$ cat src/rtl/wave_pwm_dac.sv
// Converts each WIDTH-bit sample into one 2^WIDTH-tick PWM period for an RC-filtered DAC pin.
// Latency: an accepted sample drives pwm_out from the period after the next frame boundary; pwm_out lags cnt by 1 clk.
// Backpressure: one-entry buffer, sample_ready = ~pend_full; WAVE_PWM_SIGNED_IN_EN selects two's-complement input.
module wave_pwm_dac #(
  parameter int WIDTH    = 8,
  parameter int PRESCALE = 1
) (
  input  logic             clk,
  input  logic             rst,
  input  logic [WIDTH-1:0] sample_in,
  input  logic             sample_valid,
  output logic             sample_ready,
  output logic             pwm_out,
  output logic             frame_tick,
  output logic             underrun,
  output logic [7:0]       underrun_cnt
);

  localparam int               PW       = (PRESCALE > 1) ? $clog2(PRESCALE) : 1;
  localparam logic [PW-1:0]    PRE_LAST = PW'(PRESCALE - 1);
  localparam logic [WIDTH-1:0] CNT_LAST = {WIDTH{1'b1}};

  logic [PW-1:0]    pre_cnt_q, pre_cnt_d;
  logic [WIDTH-1:0] cnt_q, cnt_d;
  logic [WIDTH-1:0] duty_q, duty_d;
  logic [WIDTH-1:0] pend_q, pend_d;
  logic             pend_full_q, pend_full_d;
  logic             pwm_out_q, pwm_out_d;
  logic             frame_tick_q, frame_tick_d;
  logic             underrun_q, underrun_d;
  logic [7:0]       underrun_cnt_q, underrun_cnt_d;

  logic             tick;
  logic             boundary;
  logic             accept;
  logic [WIDTH-1:0] sample_conv;

  // Signed input is stored as offset binary so the PWM compare stays unsigned
`ifdef WAVE_PWM_SIGNED_IN_EN
  assign sample_conv = {~sample_in[WIDTH-1], sample_in[WIDTH-2:0]};
`else
  assign sample_conv = sample_in;
`endif

  assign tick         = (pre_cnt_q == PRE_LAST);
  assign boundary     = tick && (cnt_q == CNT_LAST);
  assign sample_ready = ~pend_full_q;
  assign accept       = sample_valid && ~pend_full_q;

  // Next-state: prescaler, period counter, holding buffer, duty reload and underrun accounting
  always_comb begin
    pre_cnt_d      = tick ? '0 : pre_cnt_q + 1'b1;
    cnt_d          = tick ? cnt_q + 1'b1 : cnt_q;
    duty_d         = duty_q;
    pend_d         = pend_q;
    pend_full_d    = pend_full_q;
    underrun_d     = underrun_q;
    underrun_cnt_d = underrun_cnt_q;
    pwm_out_d      = (cnt_q < duty_q);
    frame_tick_d   = boundary;

    // Accept can only happen while the buffer is empty, so it never collides with a reload
    if (accept) begin
      pend_d      = sample_conv;
      pend_full_d = 1'b1;
    end

    // duty changes only at the period boundary so no partial pulse is ever emitted
    if (boundary) begin
      if (pend_full_q) begin
        duty_d      = pend_q;
        pend_full_d = 1'b0;
      end else begin
        underrun_d = 1'b1;
        if (underrun_cnt_q != 8'hFF) begin
          underrun_cnt_d = underrun_cnt_q + 8'd1;
        end
      end
    end
  end

  // State registers with asynchronous active-low clear
  always_ff @(posedge clk or negedge rst) begin
    if (!rst) begin
      pre_cnt_q      <= '0;
      cnt_q          <= '0;
      duty_q         <= '0;
      pend_q         <= '0;
      pend_full_q    <= 1'b0;
      pwm_out_q      <= 1'b0;
      frame_tick_q   <= 1'b0;
      underrun_q     <= 1'b0;
      underrun_cnt_q <= 8'd0;
    end else begin
      pre_cnt_q      <= pre_cnt_d;
      cnt_q          <= cnt_d;
      duty_q         <= duty_d;
      pend_q         <= pend_d;
      pend_full_q    <= pend_full_d;
      pwm_out_q      <= pwm_out_d;
      frame_tick_q   <= frame_tick_d;
      underrun_q     <= underrun_d;
      underrun_cnt_q <= underrun_cnt_d;
    end
  end

  assign pwm_out      = pwm_out_q;
  assign frame_tick   = frame_tick_q;
  assign underrun     = underrun_q;
  assign underrun_cnt = underrun_cnt_q;

endmodule

$ cat config.mk
export PLATFORM = sky130hd
export DESIGN_NAME = wave_pwm_dac
export DESIGN_NICKNAME = d
export VERILOG_FILES = /design/src/rtl/wave_pwm_dac.sv
export SDC_FILE = /design/constraint.sdc
export NUM_CORES = 1
export LEC_CHECK = 0
export CORE_ASPECT_RATIO = 0.8
export CORE_UTILIZATION = 36
export CTS_BUF_LIST = sky130_fd_sc_hd__clkbuf_4
export DETAILED_ROUTE_END_ITERATION = 10
export SLEW_MARGIN = 20
export SYNTH_ARGS = -nofsm -noshare
export SYNTH_HDL_FRONTEND = slang
export SYNTH_SLANG_ARGS = --single-unit
$ cat constraint.sdc
create_clock -name clk -period 4.8 [get_ports clk]
set_clock_uncertainty 0.2 [all_clocks]
set_input_delay 1.44 -clock clk [delete_from_list [all_inputs] [get_ports clk]]
set_output_delay 1.44 -clock clk [all_outputs]
set_load 0.1 [all_outputs]
Yosys cells after proc, flatten, opt, wreduce, memory -nomap -nowiden
Cells that the tools add are included.
W data, S select, Z words.

operators by class
  add/subtract/negate cells = 3
  magnitude comparators = 1
  eq/ne operators = 2
  mux-type cells = 4
  bitwise logic cells = 2
  reductions and logical operators = 5

operator list
  kind                   number
  $add A8 B1 Y8 const B  2
  $eq A8 B8 Y1 const B   1
  $lt A8 B8 Y1           1
  $ne A8 B8 Y1 const B   1
  $mux W1                4
  $reduce_and A2 Y1      2
  $reduce_and A3 Y1      1
  $logic_and A1 B1 Y1    2
  $not A1 Y1             2
  $add A1 B1 Y1 const B  1

storage, ports and cells
  register bits = 37
  bits of input ports = 11
  output and inout bits = 12
  logic and storage cells = 26

Longest topological paths before layout
Gate-level depths: netlist of run 1.

  depth in word-level cells = 5
  depth in mapped cells = 6
  gate-level depth less buffers = 6

Worst setup path after synthesis of run 1
Ideal clock, no wire load.

  kind = register -> output
  start = reg underrun_cnt_q[4] (netlist: underrun_cnt[4])
  end = out underrun_cnt[4]
  data arrival time = 975 ps
  required time = 3160 ps
  setup slack = 2185 ps
  cell stages (with the launch flop) = 1
  buffers on the path = 0
  cell sequence = dfrtp_1

RTL lines
  item                    line  RTL
  from (decl)             31    logic [7:0] underrun_cnt_q, underrun_cnt_d;
  from (signal assigned)  103   underrun_cnt_q <= underrun_cnt_d;
  to (decl)               16    output logic [7:0] underrun_cnt

No word-level cell between the ends.

Final worst setup path of run 1
  start = reg underrun_cnt_q[4] (netlist: underrun_cnt[4])
  end = out underrun_cnt[4]

No word-level cell between the ends.

==> results of run 1 <==
-- how the worst max path moves through the flow --
stage | from | end | slack (ps) | cells after the start
floorplan | underrun_cnt[4] | underrun_cnt[4] | 2180 | 0
detailed placement | sample_valid | pend_q[7] | 1500 | 3
global placement | pend_full_q | sample_ready | 1550 | 2
global route | pend_full_q | sample_ready | 1110 | 2
CTS | pend_full_q | sample_ready | 1150 | 2
finish | underrun_cnt[4] | underrun_cnt[4] | 1170 | 1
-- metrics by stage --
step	area, um^2	hold WS, ps	setup WS (ps)	total power, mW	cells
final	1990	267	1170	0.501	212
after global placement	1930	251	1550	0.345	204
after floorplan	1650	228	2180	0.329	126
after detailed placement	1930	252	1500	0.346	204
after CTS	1990	277	1150	0.509	212
after global routing	1990	291	1110	0.526	212
-- routing by layer --
metal / vias up / global-route usage / share of wire
li1: 492 / - / -
met1: 477 / 0.185 / 0.53
met2: 14 / 0.186 / 0.42
met3: 5 / 0.0350 / 0.033
met4: 0 / 0.0566 / 0.020
met5: - / 0 / 0
-- state kept, by name, summed over array words and instances, names as in the netlist --
| name | count |
|---|---|
| cnt_q | 8 |
| duty_q | 8 |
| frame_tick | 1 |
| pend_full_q | 1 |
| pend_q | 8 |
| pwm_out | 1 |
| underrun | 1 |
| underrun_cnt | 8 |
-- logic make-up (layout without fill, tap and decap cells) --
| family | count (synthesis) | in the layout |
|---|---|---|
| AOI/OAI and AO/OA | 11 | 11 |
| xor gates and xnor gates | 11 | 11 |
| adders and majority gates | 9 | 9 |
| buffers and inverters | 13 | 42 |
| DFF | 36 | 36 |
| muxes | 17 | 17 |
| and+or+nand+nor | 29 | 29 |
-- area by class of cell --
class | count | area, um^2
sequential | 36 | 901
timing repair buffer | 23 | 228
clock buffer | 7 | 52.6
clock inverter | 1 | 3.75
tap | 57 | 71.3
inverter | 11 | 41.3
multi-input combinational | 77 | 688
fill | 385 | 2300
-- power groups by stage --
stage                     clock network (mW)  registers, mW  logic [mW]
after CTS                              0.169          0.316      0.0233
after floorplan                            0          0.321     0.00799
final                                  0.162          0.316      0.0224
after global placement                     0          0.322      0.0225
after detailed placement                   0          0.322      0.0232
after global routing                   0.183          0.318      0.0256
-- cells in the mapped netlist (2+ instances only) --
master / n / area share
a21o_1: 3 / 0.014
a31oi_1: 3 / 0.011
and3_1: 3 / 0.011
dfrtp_1: 36 / 0.55
ha_1: 9 / 0.068
inv_1: 10 / 0.023
mux2_2: 8 / 0.055
mux2_4: 8 / 0.073
nand2_1: 4 / 0.0091
nand3_1: 4 / 0.012
nand4_1: 5 / 0.019
nor2_1: 4 / 0.0091
or2_2: 2 / 0.0076
xnor2_1: 8 / 0.043
xor2_1: 3 / 0.016
==> impl_metrics.tcl, run 1 <==
set metrics [dict create \
    outcome "completed" \
    crit_type "flip-flop to primary output" \
    cts_root_buf "clkbuf_4" \
    grt_antenna_before_repair 0 \
    ir_drop_mv 0.139 \
    viasPerCell 4.66 \
    crit_family "buffers and inverters" \
    synth_flop_cell "dfrtp_1" \
    cp-start-kind "flip-flop" \
    yosysWarnings 0 \
    num_vias 988 \
    r2r-start "cnt_q[0]" \
    async_reset_ff_frac 1.00 \
    clkPwrFrac 0.324 \
    cp_cell_sequence "clkdlybuf4s50_1" \
    worstMarginPinSlew_ps 965 \
    ff2ff_path_depth 4 \
    synth_seq_area_share 0.548 \
    drc 0 \
    hold_viol 0 \
    io_pins 23 \
    post-cts-setup-buffers 0 \
    cp-end-kind "primary output" \
    cts.sinks 36 \
    grt_start_max_net_pins 37 \
    cts_resized 0 \
    synth.avg_cell_area_um2 13.1 \
    slew-limit-headroom 0.355 \
    first_pass_iters 4 \
    place.gp.congestion 0.733 \
    cp_slowest_cell "clkdlybuf4s50_1" \
    die_area_um2 4850 \
    place_hpwl_mm 1.93 \
    critPathMaxFanout 8 \
    regToRegSetupSlack_ps 2750 \
    hold_end "cnt_q[0]" \
    power.internal_mw 0.394 \
    nets 174 \
    hold_start "cnt_q[0]" \
    synth-xor-area-share 0.0586 \
    min_period_ps 3630 \
    final_cell_mix "36 x dfrtp_1, 22 x clkdlybuf4s50_1, 10 x inv_1, 9 x ha_1" \
    numCtsBuffers 5 \
    ys_ff_latch 36 \
    slew_violations 0 \
    critPathArrivalTime_ps 1990 \
    cp_slowest_stage_delay_ps 1180 \
    first_global_vias 1021 \
    layout-drive-gt1-share 0.194 \
    final_util 0.464 \
    finalSetupViolations 0 \
    fin_tns_setup_ps 0 \
    finalCritPeriodShare 0.756 \
    coreArea_um2 4280 \
    cp.required_ps 3160 \
    wirelength_mm 2.64 \
    synth_top_family_by_area "multiplexers" \
    h-tree-depth 2 \
    drv_cap 0 \
    synth_fp_nets 146 \
    rsz0062_at_grt "false" \
    netlist_area_um2 1650 \
    drtIter0Drc 37 \
    layout_commonest_cell "dfrtp_1" \
    clk_pin_slew_ps 100 \
    hold_buffers 0 \
    synth_edf_count 0 \
    synth_compound_area_frac 0.0494 \
    critPathBufInv 1 \
    whs_path_depth 1 \
    p_per_area_nw_per_um2 252 \
    cts_tree "built" \
    p_leak_nw 0.906 \
    clock_latency_ps 340 \
    yosys.area_share.simple 0.107 \
    synthAdderAreaFrac 0.0684 \
    grt_usage 0.131 \
    drt-wirelength-per-cell_um 12.4 \
    port_buffers 22 \
    pwr-share-comb 0.045 \
    grt_pass1_wl_mm 4.90 \
    start_util 0.384 \
    r2r-end "duty_q[0]" \
    synthMuxAreaShare 0.135 \
    timing.fmax_mhz 275 \
    syn_to_final_growth_pct 20.7 \
    yosysUniqueCellTypes 31 \
    switching_share 0.214 \
    fp.dieW_um 77.6 \
    die_y_um 62.5 \
    hold_path_class "flip-flop to flip-flop" \
    p_seq_frac 0.631 \
    fp-row-count 21 \
    overflow 0 \
    antenna_cells 0 \
    p_sw_mw 0.107 \
    clockBufferDepth 2 \
    ant_nets 0 \
    synthesis.instances 126 \
]
No activity file was read; power rests on OpenSTA's default activity.
==> run 2: changes to the inputs <==
==> constraint.sdc (replaced) <==
create_clock -name clk -period 3.4 [get_ports clk]
set_clock_uncertainty 0.2 [all_clocks]
set_input_delay 1.02 -clock clk [delete_from_list [all_inputs] [get_ports clk]]
set_output_delay 1.02 -clock clk [all_outputs]
set_load 0.1 [all_outputs]
==> run 2 against run 1 <==
- power grew 38%
- critical path depth grew 1
- via count grew 2.4%
- combinational power grew 44%
- largest power group unchanged
==> impl_metrics.tcl, run 2 (same netlist as run 1, synthesis figures left out) <==
set metrics [dict create \
    fin_tns_setup_ps 0 \
    design_area_um2 1960 \
    cts_resized 0 \
    coreArea_um2 4280 \
    dp_cells 205 \
    layout_commonest_cell "dfrtp_1" \
    die_y_um 62.5 \
    cp_cell_sequence "inv_2 -> buf_4" \
    drc 0 \
    gr-usage-met1 0.175 \
    busiest_layer "met2" \
    die_area_um2 4850 \
    p_leak_nw 0.934 \
    min_period_ps 2360 \
    final_util 0.457 \
    cp-end-kind "primary output" \
    post-cts-setup-buffers 0 \
    cp.required_ps 2180 \
    cts_root_buf "clkbuf_4" \
    place_area_um2 1910 \
    hold_buffers 0 \
    path_depth 2 \
    h-tree-depth 2 \
    crit_type "flip-flop to primary output" \
    hold_viol 0 \
    port_buffers 22 \
    grt_antenna_before_repair 0 \
    met3_usage 0.0350 \
    crit_family "flip-flops" \
    critPathArrivalTime_ps 1140 \
    syn_to_final_growth_pct 18.9 \
    timing.fmax_mhz 424 \
    finalCritPeriodShare 0.694 \
    slew-limit-headroom 0.659 \
    cp_slowest_stage_delay_ps 450 \
    cp_slowest_cell "dfrtp_1" \
    num_vias 1012 \
    place_hpwl_mm 1.95 \
    viasPerCell 4.77 \
    clk_pin_slew_ps 100 \
    clock_latency_ps 320 \
    antenna_cells 0 \
    ff2ff_path_depth 4 \
    grt_pass1_wl_mm 4.69 \
    layout-drive-gt1-share 0.277 \
    cts.sinks 36 \
    grt_util_met2 0.176 \
    wirelength_mm 2.54 \
    critPathMaxFanout 5 \
    worstMarginPinSlew_ps 512 \
    overflow 0 \
    final_cell_mix "36 x dfrtp_1, 14 x buf_4, 10 x inv_1, 10 x clkdlybuf4s50_1, 9 x ha_1" \
    io_pins 23 \
    ir_drop_mv 0.147 \
    drt-wirelength-per-cell_um 12.0 \
    rsz0062_at_grt "false" \
    p_per_area_nw_per_um2 352 \
    grt_start_max_net_pins 37 \
    fp-row-count 21 \
    numCtsBuffers 5 \
    outcome "completed" \
    pre_cts_ws_ps 904 \
    start_util 0.384 \
    whs_path_depth 1 \
    drv_cap 0 \
    cts_tree "built" \
    hold_path_class "flip-flop to flip-flop" \
    post-route-worst-setup-slack_ps 1040 \
    critPathBufInv 2 \
    fp.dieW_um 77.6 \
    cp-start-kind "flip-flop" \
    grt_usage 0.125 \
    final_cell_count_no_fill 212 \
    ant_nets 0 \
    finalSetupViolations 0 \
    slew_violations 0 \
    clockBufferDepth 2 \
    nets 175 \
    first_global_vias 1024 \
    first_pass_iters 3 \
    place.gp.congestion 0.736 \
    drtIter0Drc 31 \
]
[run 2: path summary, 6_finish.rpt]
| kind | slack (ps) | from | endpoint |
|---|---|---|---|
| worst max-delay path | 1040 | pend_full_q | sample_ready |
| worst min-delay path | 270 | cnt_q[0] | cnt_q[0] |
| worst max register to register | 1360 | cnt_q[1] | duty_q[0] |
| worst min register to register | 270 | cnt_q[0] | cnt_q[0] |
| max in group asynchronous | 1780 | rst | underrun_cnt[3] |
| min in group asynchronous | 900 | rst | cnt_q[4] |
[run 2: through the flow]
| stage | hold slack (ps) | power, mW |
|---|---|---|
| floorplan | 228 | 0.464 |
| global placement | 254 | 0.487 |
| detailed placement | 253 | 0.489 |
| CTS | 275 | 0.700 |
| global route | 300 | 0.722 |
| finish | 267 | 0.689 |
[run 2: final cells by class]
| class | instances | area (um^2) |
|---|---|---|
| well taps | 57 | 71.3 |
| inverters | 11 | 41.3 |
| repair buffers | 24 | 205 |
| clock inverters | 1 | 5.00 |
| fillers | 391 | 2330 |
| multi-input cells | 77 | 688 |
| flip-flops and latches | 36 | 901 |
| clock buffers | 6 | 45.0 |
[run 2: power breakdown]
group / internal (mW) / switching (mW)
clock: 0.0841 / 0.126
combinational: 0.0200 / 0.0122
sequential: 0.440 / 0.00610
[run 2: metal layers]
| layer | wire length (um) | share of wire |
|---|---|---|
| met1 | 1360 | 0.53 |
| met2 | 1070 | 0.42 |
| met3 | 73 | 0.029 |
| met4 | 44 | 0.017 |
| met5 | 0 | 0 |
==> run 3: changes to the inputs <==
==> constraint.sdc (replaced) <==
create_clock -name clk -period 2 [get_ports clk]
set_clock_uncertainty 0.2 [all_clocks]
set_input_delay 0.6 -clock clk [delete_from_list [all_inputs] [get_ports clk]]
set_output_delay 0.6 -clock clk [all_outputs]
set_load 0.1 [all_outputs]
==> run 3 against run 2 <==
- first-iteration DRC count increased to 2.5 times the previous value
- die area unchanged
- sequential power increased by 70%
- register-to-register slack got worse by 1200 ps
- global-route usage increased by 1.1 points
- highest routed layer unchanged
- critical endpoint is now duty_q[0]
==> impl_metrics.tcl, run 3 (same netlist as run 1, synthesis figures left out) <==
set metrics [dict create \
    switching_share 0.216 \
    drtIter0Drc 78 \
    place_hpwl_mm 2.17 \
    ff2ff_path_depth 5 \
    dp_cells 209 \
    finalCritPeriodShare 0.940 \
    hold_path_class "flip-flop to flip-flop" \
    fp-row-count 21 \
    overflow 0 \
    cp.required_ps 2010 \
    worstMarginPinSlew_ps 385 \
    clk_pin_slew_ps 90 \
    cp-end-kind "flip-flop" \
    layout-drive-gt1-share 0.356 \
    final_cell_count_no_fill 217 \
    coreArea_um2 4280 \
    grt_pass1_wl_mm 5.00 \
    slew-limit-headroom 0.742 \
    h-tree-depth 2 \
    clockBufferDepth 2 \
    p_sw_mw 0.262 \
    clock_latency_ps 340 \
    drc 0 \
    cts_tree "built" \
    critPathArrivalTime_ps 1890 \
    min_period_ps 1880 \
    first_global_vias 1072 \
    r2r-end "duty_q[0]" \
    drt-wirelength-per-cell_um 13.1 \
    cp-start-kind "flip-flop" \
    pwr-share-comb 0.048 \
    drv_cap 0 \
    num_vias 1045 \
    r2r-start "cnt_q[0]" \
    total_power_mw 1.21 \
    clkPwrFrac 0.326 \
    start_util 0.384 \
    p_seq_frac 0.627 \
    rsz0062_at_grt "false" \
    final_util 0.510 \
    grt_start_max_net_pins 37 \
    cts_root_buf "clkbuf_4" \
    critPathMaxFanout 9 \
    wirelength_mm 2.84 \
    p_per_area_nw_per_um2 554 \
    numCtsBuffers 5 \
    hold_viol 0 \
    ant_nets 0 \
    antenna_cells 0 \
    p_leak_nw 0.976 \
    die_y_um 62.5 \
    cts_resized 0 \
    die_area_um2 4850 \
    timing.fmax_mhz 532 \
    layout_commonest_cell "dfrtp_1" \
    cts.sinks 36 \
    slew_violations 0 \
    crit_end "duty_q[0]" \
    finalSetupViolations 0 \
    post-cts-setup-buffers 0 \
    first_pass_iters 4 \
    grt_antenna_before_repair 0 \
    viasPerCell 4.82 \
    port_buffers 22 \
    place.gp.congestion 0.693 \
    syn_to_final_growth_pct 32.8 \
    outcome "completed" \
    crit_type "flip-flop to flip-flop" \
    regToRegSetupSlack_ps 120 \
    hold_buffers 0 \
    critPathLaunch "cnt_q[0]" \
    final_cell_mix "28 x dfrtp_1, 13 x buf_12, 10 x inv_1, 10 x clkdlybuf4s50_1" \
    ir_drop_mv 0.416 \
    grt_usage 0.136 \
    nets 179 \
    power.internal_mw 0.949 \
    io_pins 23 \
    fp.dieW_um 77.6 \
]
## run 3: cell types whose count changed in the layout (fill, tap and decap cells not counted)
cell	previous run	this run
ha_4	0	1
ha_1	9	8
buf_4	14	5
dfrtp_2	0	6
buf_12	0	13
dfrtp_1	36	28
clkbuf_4	6	7
dfrtp_4	0	2
## run 3: power groups by stage
stage	registers, mW	logic (mW)	clock network [mW]
floorplan	0.770	0.0192	0
global placement	0.773	0.0576	0
detailed placement	0.774	0.0600	0
CTS	0.759	0.0605	0.412
global route	0.762	0.0654	0.444
finish	0.759	0.0580	0.394
## run 3: stage by stage
stage	cell area, um^2	setup slack (ps)	hold WS (ps)	setup TNS, ps
6_report	2180	121	286	0
5_1_grt	2180	15.0	323	0
4_1_cts	2180	108	296	0
3_5_place_dp	2130	-71.1	279	-509
3_3_place_gp	2130	-56.6	255	-449
2_1_floorplan	1670	30.3	104	0
## run 3: routing by layer
layer,vias to the layer above,global-route usage,routed length [um]
met5,-,0,0
met4,0,0.0637,55
met3,7,0.0350,91
met2,20,0.211,1320
met1,512,0.178,1380
li1,506,-,-
## run 3: critical path: stages, from the launching register on
cell     delay [ps]
dfrtp_1         400
ha_1            240
nand3_4          80
or3_1           350
buf_4           200
mux2_4          300
## run 3: worst min path at each step
stage / start / to / slack [ps] / depth (start not counted)
after floorplan: rst / cnt_q[0] / 100 / 0
after global placement: cnt_q[0] / cnt_q[0] / 250 / 1
after detailed placement: cnt_q[0] / cnt_q[0] / 280 / 1
after CTS: cnt_q[0] / cnt_q[0] / 300 / 1
after global routing: cnt_q[0] / cnt_q[0] / 320 / 1
final: cnt_q[0] / cnt_q[0] / 290 / 1
## run 3: final cells by class
type | count | area, um^2
repair buffers | 28 | 398
well taps | 57 | 71.3
fillers | 369 | 2100
multi-input cells | 77 | 701
inverters | 11 | 41.3
flip-flops and latches | 36 | 916
clock inverters | 1 | 5.00
clock buffers | 7 | 52.6
